===== src/rtl/div_unit_pkg.sv =====
// Shared definitions for the iterative integer divider.
// Optional build macro: DIV_EARLY_EXIT_EN (see div_unit.sv).
package div_unit_pkg;

    // Default operand width; quotient and remainder are each this wide.
    localparam int unsigned DIV_WIDTH = 32;

    // Controller states.
    typedef enum logic [1:0] {
        DIV_IDLE = 2'd0,
        DIV_CALC = 2'd1,
        DIV_DONE = 2'd2
    } div_state_e;

    // Quotient returned for a zero divisor: all ones.
    localparam logic [DIV_WIDTH-1:0] DIV_ZERO_Q = '1;

endpackage


===== src/rtl/div_unit_if.sv =====
// Request/response bundle between the EX-stage decoder and the divider.
// master = decoder side, slave = divider side.
interface div_unit_if
    import div_unit_pkg::*;
#(
    parameter int unsigned WIDTH = DIV_WIDTH
);
    logic               start;
    logic               signed_div;
    logic [WIDTH-1:0]   a;
    logic [WIDTH-1:0]   b;
    logic               annul;
    logic [2*WIDTH-1:0] result;
    logic               ready;
    logic               stall;

    modport master (
        output start, signed_div, a, b, annul,
        input  result, ready, stall
    );

    modport slave (
        input  start, signed_div, a, b, annul,
        output result, ready, stall
    );
endinterface


===== src/rtl/div_unit_step.sv =====
// One restoring-division step: shift in the next dividend bit, then
// subtract the divisor if the widened partial remainder reaches it.
module div_step
    import div_unit_pkg::*;
#(
    parameter int unsigned WIDTH = DIV_WIDTH
) (
    input  logic [WIDTH-1:0] rem_i,
    input  logic             bit_i,
    input  logic [WIDTH-1:0] dvs_i,
    output logic [WIDTH-1:0] rem_o,
    output logic             q_o
);
    logic [WIDTH:0] shifted;

    // The shifted value needs WIDTH+1 bits for the compare; the result is
    // always below the divisor again, so it fits back into WIDTH bits.
    always_comb begin
        shifted = {rem_i, bit_i};
        q_o     = (shifted >= {1'b0, dvs_i});
        rem_o   = WIDTH'(q_o ? (shifted - {1'b0, dvs_i}) : shifted);
    end
endmodule


===== src/rtl/div_unit.sv =====
// Iterative DIV/DIVU unit for the EX stage: one restoring step per cycle,
// returns {remainder, quotient} and holds the pipeline while busy.
// Optional build macro: DIV_EARLY_EXIT_EN -- finish at acceptance when
// |a| < |b| (same results, shorter latency).
module div_unit
    import div_unit_pkg::*;
#(
    parameter int unsigned WIDTH = DIV_WIDTH
) (
    input  logic     clk,
    input  logic     rst,
    div_unit_if.slave bus
);
    localparam int unsigned          CNT_W    = $clog2(WIDTH);
    localparam logic [CNT_W-1:0]     CNT_LAST = CNT_W'(WIDTH - 1);

    div_state_e         state_q;
    logic [CNT_W-1:0]   cnt_q;
    logic [WIDTH-1:0]   rem_q;
    logic [WIDTH-1:0]   dvd_q;
    logic [WIDTH-1:0]   dvs_q;
    logic               qneg_q;
    logic               rneg_q;
    logic [2*WIDTH-1:0] result_q;
    logic               ready_q;

    logic [WIDTH-1:0]   abs_a;
    logic [WIDTH-1:0]   abs_b;
    logic [WIDTH-1:0]   rem_d;
    logic               qbit_d;
    logic [WIDTH-1:0]   quo_d;
    logic [WIDTH-1:0]   q_fix;
    logic [WIDTH-1:0]   r_fix;
    logic               early;

    div_step #(.WIDTH(WIDTH)) u_step (
        .rem_i (rem_q),
        .bit_i (dvd_q[WIDTH-1]),
        .dvs_i (dvs_q),
        .rem_o (rem_d),
        .q_o   (qbit_d)
    );

    // Operand magnitudes, next quotient word and sign-corrected results.
    always_comb begin
        abs_a = (bus.signed_div && bus.a[WIDTH-1]) ? -bus.a : bus.a;
        abs_b = (bus.signed_div && bus.b[WIDTH-1]) ? -bus.b : bus.b;
        // Dividend bits leave at the top while quotient bits enter at the
        // bottom, so after WIDTH steps this register holds the quotient.
        quo_d = {dvd_q[WIDTH-2:0], qbit_d};
        q_fix = qneg_q ? -quo_d : quo_d;
        r_fix = rneg_q ? -rem_d : rem_d;
`ifdef DIV_EARLY_EXIT_EN
        early = (abs_a < abs_b);
`else
        early = 1'b0;
`endif
    end

    // Controller: acceptance, one step per CALC cycle, one-cycle ready.
    always_ff @(posedge clk) begin
        if (rst) begin
            state_q  <= DIV_IDLE;
            cnt_q    <= '0;
            rem_q    <= '0;
            dvd_q    <= '0;
            dvs_q    <= '0;
            qneg_q   <= 1'b0;
            rneg_q   <= 1'b0;
            result_q <= '0;
            ready_q  <= 1'b0;
        end else if (bus.annul) begin
            state_q <= DIV_IDLE;
            ready_q <= 1'b0;
        end else begin
            case (state_q)
                DIV_IDLE: begin
                    ready_q <= 1'b0;
                    if (bus.start) begin
                        dvd_q  <= abs_a;
                        dvs_q  <= abs_b;
                        rem_q  <= '0;
                        cnt_q  <= '0;
                        qneg_q <= bus.signed_div & (bus.a[WIDTH-1] ^ bus.b[WIDTH-1]);
                        rneg_q <= bus.signed_div & bus.a[WIDTH-1];
                        if (bus.b == '0) begin
                            result_q <= {bus.a, {WIDTH{DIV_ZERO_Q[0]}}};
                            ready_q  <= 1'b1;
                            state_q  <= DIV_DONE;
                        end else if (early) begin
                            result_q <= {bus.a, {WIDTH{1'b0}}};
                            ready_q  <= 1'b1;
                            state_q  <= DIV_DONE;
                        end else begin
                            state_q <= DIV_CALC;
                        end
                    end
                end
                DIV_CALC: begin
                    rem_q <= rem_d;
                    dvd_q <= quo_d;
                    cnt_q <= cnt_q + CNT_W'(1);
                    if (cnt_q == CNT_LAST) begin
                        result_q <= {r_fix, q_fix};
                        ready_q  <= 1'b1;
                        state_q  <= DIV_DONE;
                    end
                end
                DIV_DONE: begin
                    ready_q <= 1'b0;
                    state_q <= DIV_IDLE;
                end
                default: begin
                    ready_q <= 1'b0;
                    state_q <= DIV_IDLE;
                end
            endcase
        end
    end

    // Hold the pipeline while accepting or iterating; released in DONE.
    always_comb begin
        bus.stall = ((state_q == DIV_IDLE) && bus.start && !bus.annul)
                  || (state_q == DIV_CALC);
    end

    assign bus.result = result_q;
    assign bus.ready  = ready_q;
endmodule


===== src/flat_wrapper.sv =====
// flat-port wrapper written by rule: the top's interface ports become plain ports
module div_unit_flat import div_unit_pkg::*;
#(
    parameter int unsigned WIDTH = DIV_WIDTH
)
  (clk, rst, bus_start, bus_signed_div, bus_a, bus_b, bus_annul, bus_result, bus_ready, bus_stall);
  div_unit_if #(.WIDTH(WIDTH)) bus_i ();
  input  logic clk;
  input  logic rst;
  input wire logic [$bits(bus_i.start)-1:0] bus_start;
  input wire logic [$bits(bus_i.signed_div)-1:0] bus_signed_div;
  input wire logic [$bits(bus_i.a)-1:0] bus_a;
  input wire logic [$bits(bus_i.b)-1:0] bus_b;
  input wire logic [$bits(bus_i.annul)-1:0] bus_annul;
  output wire logic [$bits(bus_i.result)-1:0] bus_result;
  output wire logic [$bits(bus_i.ready)-1:0] bus_ready;
  output wire logic [$bits(bus_i.stall)-1:0] bus_stall;
  assign bus_i.start = bus_start;
  assign bus_i.signed_div = bus_signed_div;
  assign bus_i.a = bus_a;
  assign bus_i.b = bus_b;
  assign bus_i.annul = bus_annul;
  assign bus_result = bus_i.result;
  assign bus_ready = bus_i.ready;
  assign bus_stall = bus_i.stall;
  div_unit #(.WIDTH(WIDTH)) u_core (.clk(clk), .rst(rst), .bus(bus_i));
endmodule

===== config.mk =====
export PLATFORM = sky130hd
export DESIGN_NAME = div_unit_flat
export DESIGN_NICKNAME = d
export VERILOG_FILES = /design/src/rtl/div_unit_pkg.sv /design/src/rtl/div_unit_if.sv /design/src/rtl/div_unit_step.sv /design/src/rtl/div_unit.sv /design/src/flat_wrapper.sv
export SDC_FILE = /design/constraint.sdc
export NUM_CORES = 1
export LEC_CHECK = 0
export BUFFER_PORTS_ARGS = -buffer_cell sky130_fd_sc_hd__buf_2
export CORE_MARGIN = 1.5
export CORE_UTILIZATION = 54
export DETAILED_ROUTE_END_ITERATION = 7
export GPL_TIMING_DRIVEN = 0
export PLACE_DENSITY = 0.81
export SYNTH_ARGS = -nofsm -noshare
export SYNTH_HDL_FRONTEND = slang
export SYNTH_SLANG_ARGS = --single-unit

===== constraint.sdc =====
create_clock -name clk -period 5.05 [get_ports clk]
set_clock_uncertainty 0.05 [all_clocks]
set_input_delay 0 -clock clk [delete_from_list [all_inputs] [get_ports clk]]
set_output_delay 0 -clock clk [all_outputs]
set_load 0.05 [all_outputs]

# After elaboration in Yosys (flattened, before gate mapping)
# Index checks and enable logic that the tools add are counted.
# classes
n_mux	23
reduce_logical	14
n_eq_ne	5
n_addsub	6
n_lt_le_gt_ge	1
bitwise	4
# ops
operator	n
32-bit 2-to-1 mux	7
64-bit 2-to-1 mux	3
32-bit negator	4
32-bit one-hot mux with 2 select lines	2
64-bit one-hot mux with 2 select lines	1
33-bit by 32-bit >= comparator with 1-bit output	1
32-bit logical NOT	1
32-bit subtractor	1
5-bit one-hot mux with 2 select lines	1
2-bit 2-to-1 mux	3
3-bit AND reduction	2
5-bit by 1-bit adder with 5-bit output (second input constant)	1
5-bit equality test (second input constant)	1
5-bit 2-to-1 mux	1
5-bit AND reduction	1
1-bit logical AND	4
2-bit by 1-bit != test with 1-bit output (second input constant)	2
2-bit one-hot mux with 2 select lines	1
1-bit 2-to-1 mux	3
1-bit bitwise AND	2
2-bit by 1-bit equality test with 1-bit output (second input constant)	1
2-bit logical NOT	1
2-bit != test (second input constant)	1
1-bit one-hot mux with 2 select lines	1
other kinds (7)	7
# totals
inputBits	69
elab_cells	62
ff_bits	170

# Depth between registers and ports, before layout
# logic_depth
word_depth	6
ltp_mapped	22
ltp_nobuf	18

# Modules after synthesis
# A second synthesis with hierarchy kept.
# hier_totals
cells_unflattened	1531
area_unflattened_um2	11760.0
# by_module_without_submodules
module	cells_per_inst	seq_area_each_um2	area_per_inst_um2	n_inst
div_unit	1152	3403.3	9228.9	1
div_step	379	0.0	2531.2	1

# Least setup slack after synthesis
# OpenSTA, ideal clock, no wires.
# synth_path
path_type	register -> register
startpoint	register u_core.dvs_q[30]
endpoint	register u_core.result_q[54], in the netlist u_core.bus.result[54]
stages_incl_launch_ff	20
setup_slack_ns	0.291
required_time_ns	4.897
arrival_time_ns	4.605
n_path_buf	3
path_cell_list	dfxtp_1 inv_1 ha_1 a21o_1 a211o_1 a41o_1 a211oi_4 nand2_8 clkbuf_1 buf_2 buf_2 o21ai_0 ha_1 nand2_1 or3_1 o41a_1 nor4_4 a21oi_1 xor2_1 a2111oi_2
# synth_via
elab_chain_cells	6
# synth_rtl
item	line_no	text
start: declaration	div_unit.sv:21	logic [WIDTH-1:0] dvs_q;
start signal: assignment	div_unit.sv:81	dvs_q <= abs_b;
33-bit by 32-bit >= comparator with 1-bit output *	div_unit_step.sv:20	q_o = (shifted >= {1'b0, dvs_i});
32-bit 2-to-1 mux *	div_unit_step.sv:21	rem_o = WIDTH'(q_o ? (shifted - {1'b0, dvs_i}) : shifted);
32-bit negator	div_unit.sv:52	r_fix = rneg_q ? -rem_d : rem_d;
32-bit 2-to-1 mux *	div_unit.sv:52	
64-bit 2-to-1 mux *	div_unit.sv:103	if (cnt_q == CNT_LAST) begin
64-bit one-hot mux with 2 select lines *	div_unit.sv:76	case (state_q)
end signal: assignment	div_unit.sv:87	result_q <= {bus.a, {WIDTH{DIV_ZERO_Q[0]}}};
end signal: assignment	div_unit.sv:91	result_q <= {bus.a, {WIDTH{1'b0}}};
end signal: assignment	div_unit.sv:104	result_q <= {r_fix, q_fix};
end: declaration	div_unit.sv:24	logic [2*WIDTH-1:0] result_q;
# Every way passes the cells marked *; elsewhere a longest branch is shown, timed or not. The select of a mux whose other input is x is not followed.
# A chain may end at the register's enable or synchronous reset.

# Final worst setup path
# layout_path
startpoint	register u_core.dvs_q[30]
endpoint	register u_core.result_q[56], in the netlist u_core.bus.result[56]
# The elaborated chain is that of the path after synthesis.

==> impl_metrics.env <==
export IMPL_status="finished with violations"
export IMPL_violations="DRC"
export IMPL_place_area_sq_um=13200
export IMPL_power_switching_uw=1380
export IMPL_grt_max_degree=26
export IMPL_power_density_nw_per_um2=264
export IMPL_cts_htree_levels=4
export IMPL_pwr_share_clk_pct=35.8
export IMPL_hold_violations=0
export IMPL_clk_pin_slew_ns=0.08
export IMPL_clockRootBuffer="clkbuf_16"
export IMPL_grt_usage_pct=39.8
export IMPL_async_reset_ff_share_pct=0
export IMPL_fin_area_sq_um=14500
export IMPL_antenna_found_initial=0
export IMPL_syn_instance_count=1635
export IMPL_seqPwrFrac_pct=36.9
export IMPL_period_share_pct=97.8
export IMPL_drt_pass1_iterations=8
export IMPL_synth_common_cells="226 x nor2_1, 170 x dfxtp_1, 141 x a21oi_1"
export IMPL_cts_path_max_buffers=2
export IMPL_m1WireLength_um=19700
export IMPL_dr_max_layer_used="met4"
export IMPL_rsz0062_at_grt="false"
export IMPL_dp_hpwl_um=36700
export IMPL_final_util_pct=66.0
export IMPL_rows=54
export IMPL_route_met2_wl_um=20500
export IMPL_diodes=0
export IMPL_dieWidth_um=153
export IMPL_core_sq_um=22000
export IMPL_wl_per_cell_um=22.4
export IMPL_drt_iter0_markers=1730
export IMPL_vias=14273
export IMPL_max_freq_mhz=202
export IMPL_tns_ns=0
export IMPL_hp_class="in2reg"
export IMPL_drc_errors=2
export IMPL_dieArea_sq_um=23500
export IMPL_start_util_pct=55.5
export IMPL_worst_slack_ns=0.110
export IMPL_cts_tree="done"
export IMPL_arrival_ns=5.18
export IMPL_synthesis_nets=1743
export IMPL_ant_nets=0
export IMPL_drv_slew=0
export IMPL_p_int_uw=2460
export IMPL_ys_seq_area_share_pct=27.8
export IMPL_crit_path_start_kind="flop"
export IMPL_ys_warn_count=0
export IMPL_synth_top_area_cell="dfxtp_1"
export IMPL_cts_buffers_inserted=17
export IMPL_max_vdd_ir_drop_mv=0.198
export IMPL_path_max_fanout=13
export IMPL_synth_edf_count=0
export IMPL_final_nets=1961
export IMPL_gp_congestion=1.04
export IMPL_clock_sinks=170
export IMPL_combPwrFrac_pct=27.3
export IMPL_grt_overflow=0
export IMPL_insertion_delay_ns=0.45
export IMPL_grt_pass1_wl_um=72800
export IMPL_synthTopCellsByArea="dfxtp_1 28%, nor2_1 6.9%, a21oi_1 5.8%, nand2_1 4.3%, a211oi_1 4.2%"
export IMPL_ys_dominant_reg_cell="dfxtp_1"
export IMPL_synthMostInstantiatedCell="nor2_1"
export IMPL_criticalPathCategory="reg2reg"
export IMPL_syn_area_sq_um=12200
export IMPL_maxSlewHeadroom_pct=31.0
export IMPL_finalSetupViolCount=0
export IMPL_timing_critical_path_required_ns=5.29
export IMPL_syn_to_final_growth_pct=18.9
export IMPL_maxCapViolCount=0
export IMPL_via_per_inst=6.65
export IMPL_p_leak_uw=0.00593
export IMPL_portBuffers=132
export IMPL_grt_pass1_vias=12984
export IMPL_wl_um=48200
export IMPL_switching_share_pct=35.9
export IMPL_pin_count=135
export IMPL_worst_pin_slew_ns=1.02
export IMPL_synth_seq_cells=170
export IMPL_synth_top_cell_area_share_pct=27.8
export IMPL_synth_cell_type_count=92
export IMPL_fin_crit_ns=4.94
export IMPL_drive_above_1_share_pct=13.2
export IMPL_critPathCaptureType="flop"
export IMPL_die_h_um=153
export IMPL_synth_area_per_cell_sq_um=7.48
export IMPL_wl_met3_um=6360
export IMPL_pre_cts_ws_ns=-0.757
-- cell families after synthesis --
group           share of synthesized area, %
buf+inv                                 5.77
flops                                   27.8
xor+xnor                                8.45
compound gates                          29.3
simple gates                            23.3
fa+ha+maj                               4.05
mux                                     1.28
-- final timing paths --
| check | start | endpoint | slack (ns) | depth (start not counted) |
|---|---|---|---|---|
| setup / recovery | u_core.dvs_q[30] | u_core.bus.result[56] | 0.11 | 18 |
| hold reg to reg | u_core.dvs_q[0] | u_core.dvs_q[0] | 0.42 | 2 |
| setup reg to reg | u_core.dvs_q[30] | u_core.bus.result[56] | 0.11 | 18 |
| hold / removal | bus_a[3] | u_core.bus.result[35] | 0.02 | 4 |
-- critical path, stage by stage, from the launching register on --
cell      delay, ns
dfxtp_1        0.32
inv_1          0.20
ha_2           0.36
a21o_1         0.18
a211o_1        0.29
a41o_1         0.26
a211oi_4       0.32
nand2_8        0.18
buf_4          0.23
o21ai_2        0.16
ha_2           0.24
nand2_1        0.05
or3_1          0.36
o41a_1         0.56
nor4_4         0.33
buf_4          0.16
a21oi_1        0.07
xnor2_1        0.32
a211oi_1       0.13
-- placed cells by master (no fill, tap or decap), types with 8 or more instances in the layout --
| master | count |
|---|---|
| a21o_1 | 8 |
| ha_1 | 36 |
| nand2_1 | 138 |
| and2_1 | 11 |
| a211oi_1 | 69 |
| or3_1 | 22 |
| o211ai_1 | 12 |
| a22oi_1 | 29 |
| o31ai_1 | 23 |
| inv_1 | 55 |
| and3_1 | 19 |
| clkbuf_1 | 80 |
| clkbuf_16 | 17 |
| mux2i_1 | 10 |
| xor2_1 | 57 |
| o21a_1 | 8 |
| dlygate4sd3_1 | 60 |
| and4_1 | 10 |
| buf_2 | 149 |
| dfxtp_1 | 169 |
| a21oi_1 | 141 |
| a31oi_1 | 19 |
| a311oi_1 | 33 |
| or4_1 | 9 |
| o21ai_1 | 11 |
| nor3_1 | 60 |
| xnor2_1 | 59 |
| o21ai_0 | 95 |
| nand3_1 | 29 |
| nor2_1 | 226 |
| nand4_1 | 15 |
| buf_4 | 19 |
| nor4_1 | 13 |
| o41ai_1 | 12 |
-- per-stage QoR --
step	total power (uW)	hold WS, ns	cells
6_report	3840	0.0235	2146
5_1_grt	3950	0.0407	2146
4_1_cts	3760	0.0162	2138
3_5_place_dp	2380	0.255	2047
3_3_place_gp	2370	0.254	2047
2_1_floorplan	2090	0.0860	1635
-- routing by layer --
layer | vias to the layer above | track usage (%)
met3 | 147 | 11.4
met1 | 6744 | 54.0
met4 | 0 | 14.3
li1 | 6417 | -
met2 | 965 | 60.0
met5 | - | 0
-- registers in the layout (all words and copies together), names as in the netlist, 2 cells and up --
signal and cells:
u_core.bus.result 64, u_core.dvs_q 32, u_core.cnt_q 5, u_core.dvd_q 32, u_core.rem_q 32, u_core.state_q 2
-- what timing repair did --
item                                    4_1_cts  5_1_grt
setup buffers                                 1        9
endpoints found under the setup margin       12        9
hold endpoints to repair                     57        0
hold buffers                                 60        0
gates cloned                                  0        1
resized for setup                             3        8
pin swaps                                     1        8
-- power by group through the flow --
| stage | registers, uW | clock network, uW | logic [uW] |
|---|---|---|---|
| global placement | 1440 | 0 | 927 |
| floorplan | 1430 | 0 | 656 |
| finish | 1420 | 1370 | 1050 |
| CTS | 1410 | 1370 | 981 |
| detailed placement | 1440 | 0 | 940 |
| global route | 1420 | 1410 | 1120 |
-- cell type report --
type / instances / area, sq um
clock buffers: 18 / 429
plain buffers: 111 / 479
flip-flops and latches: 170 / 3400
repair buffers: 202 / 1340
multi-input cells: 1295 / 8150
clock inverters: 14 / 169
inverters: 56 / 213
fillers: 1879 / 7500
well taps: 280 / 350
Power figures use the tool's default switching activity.
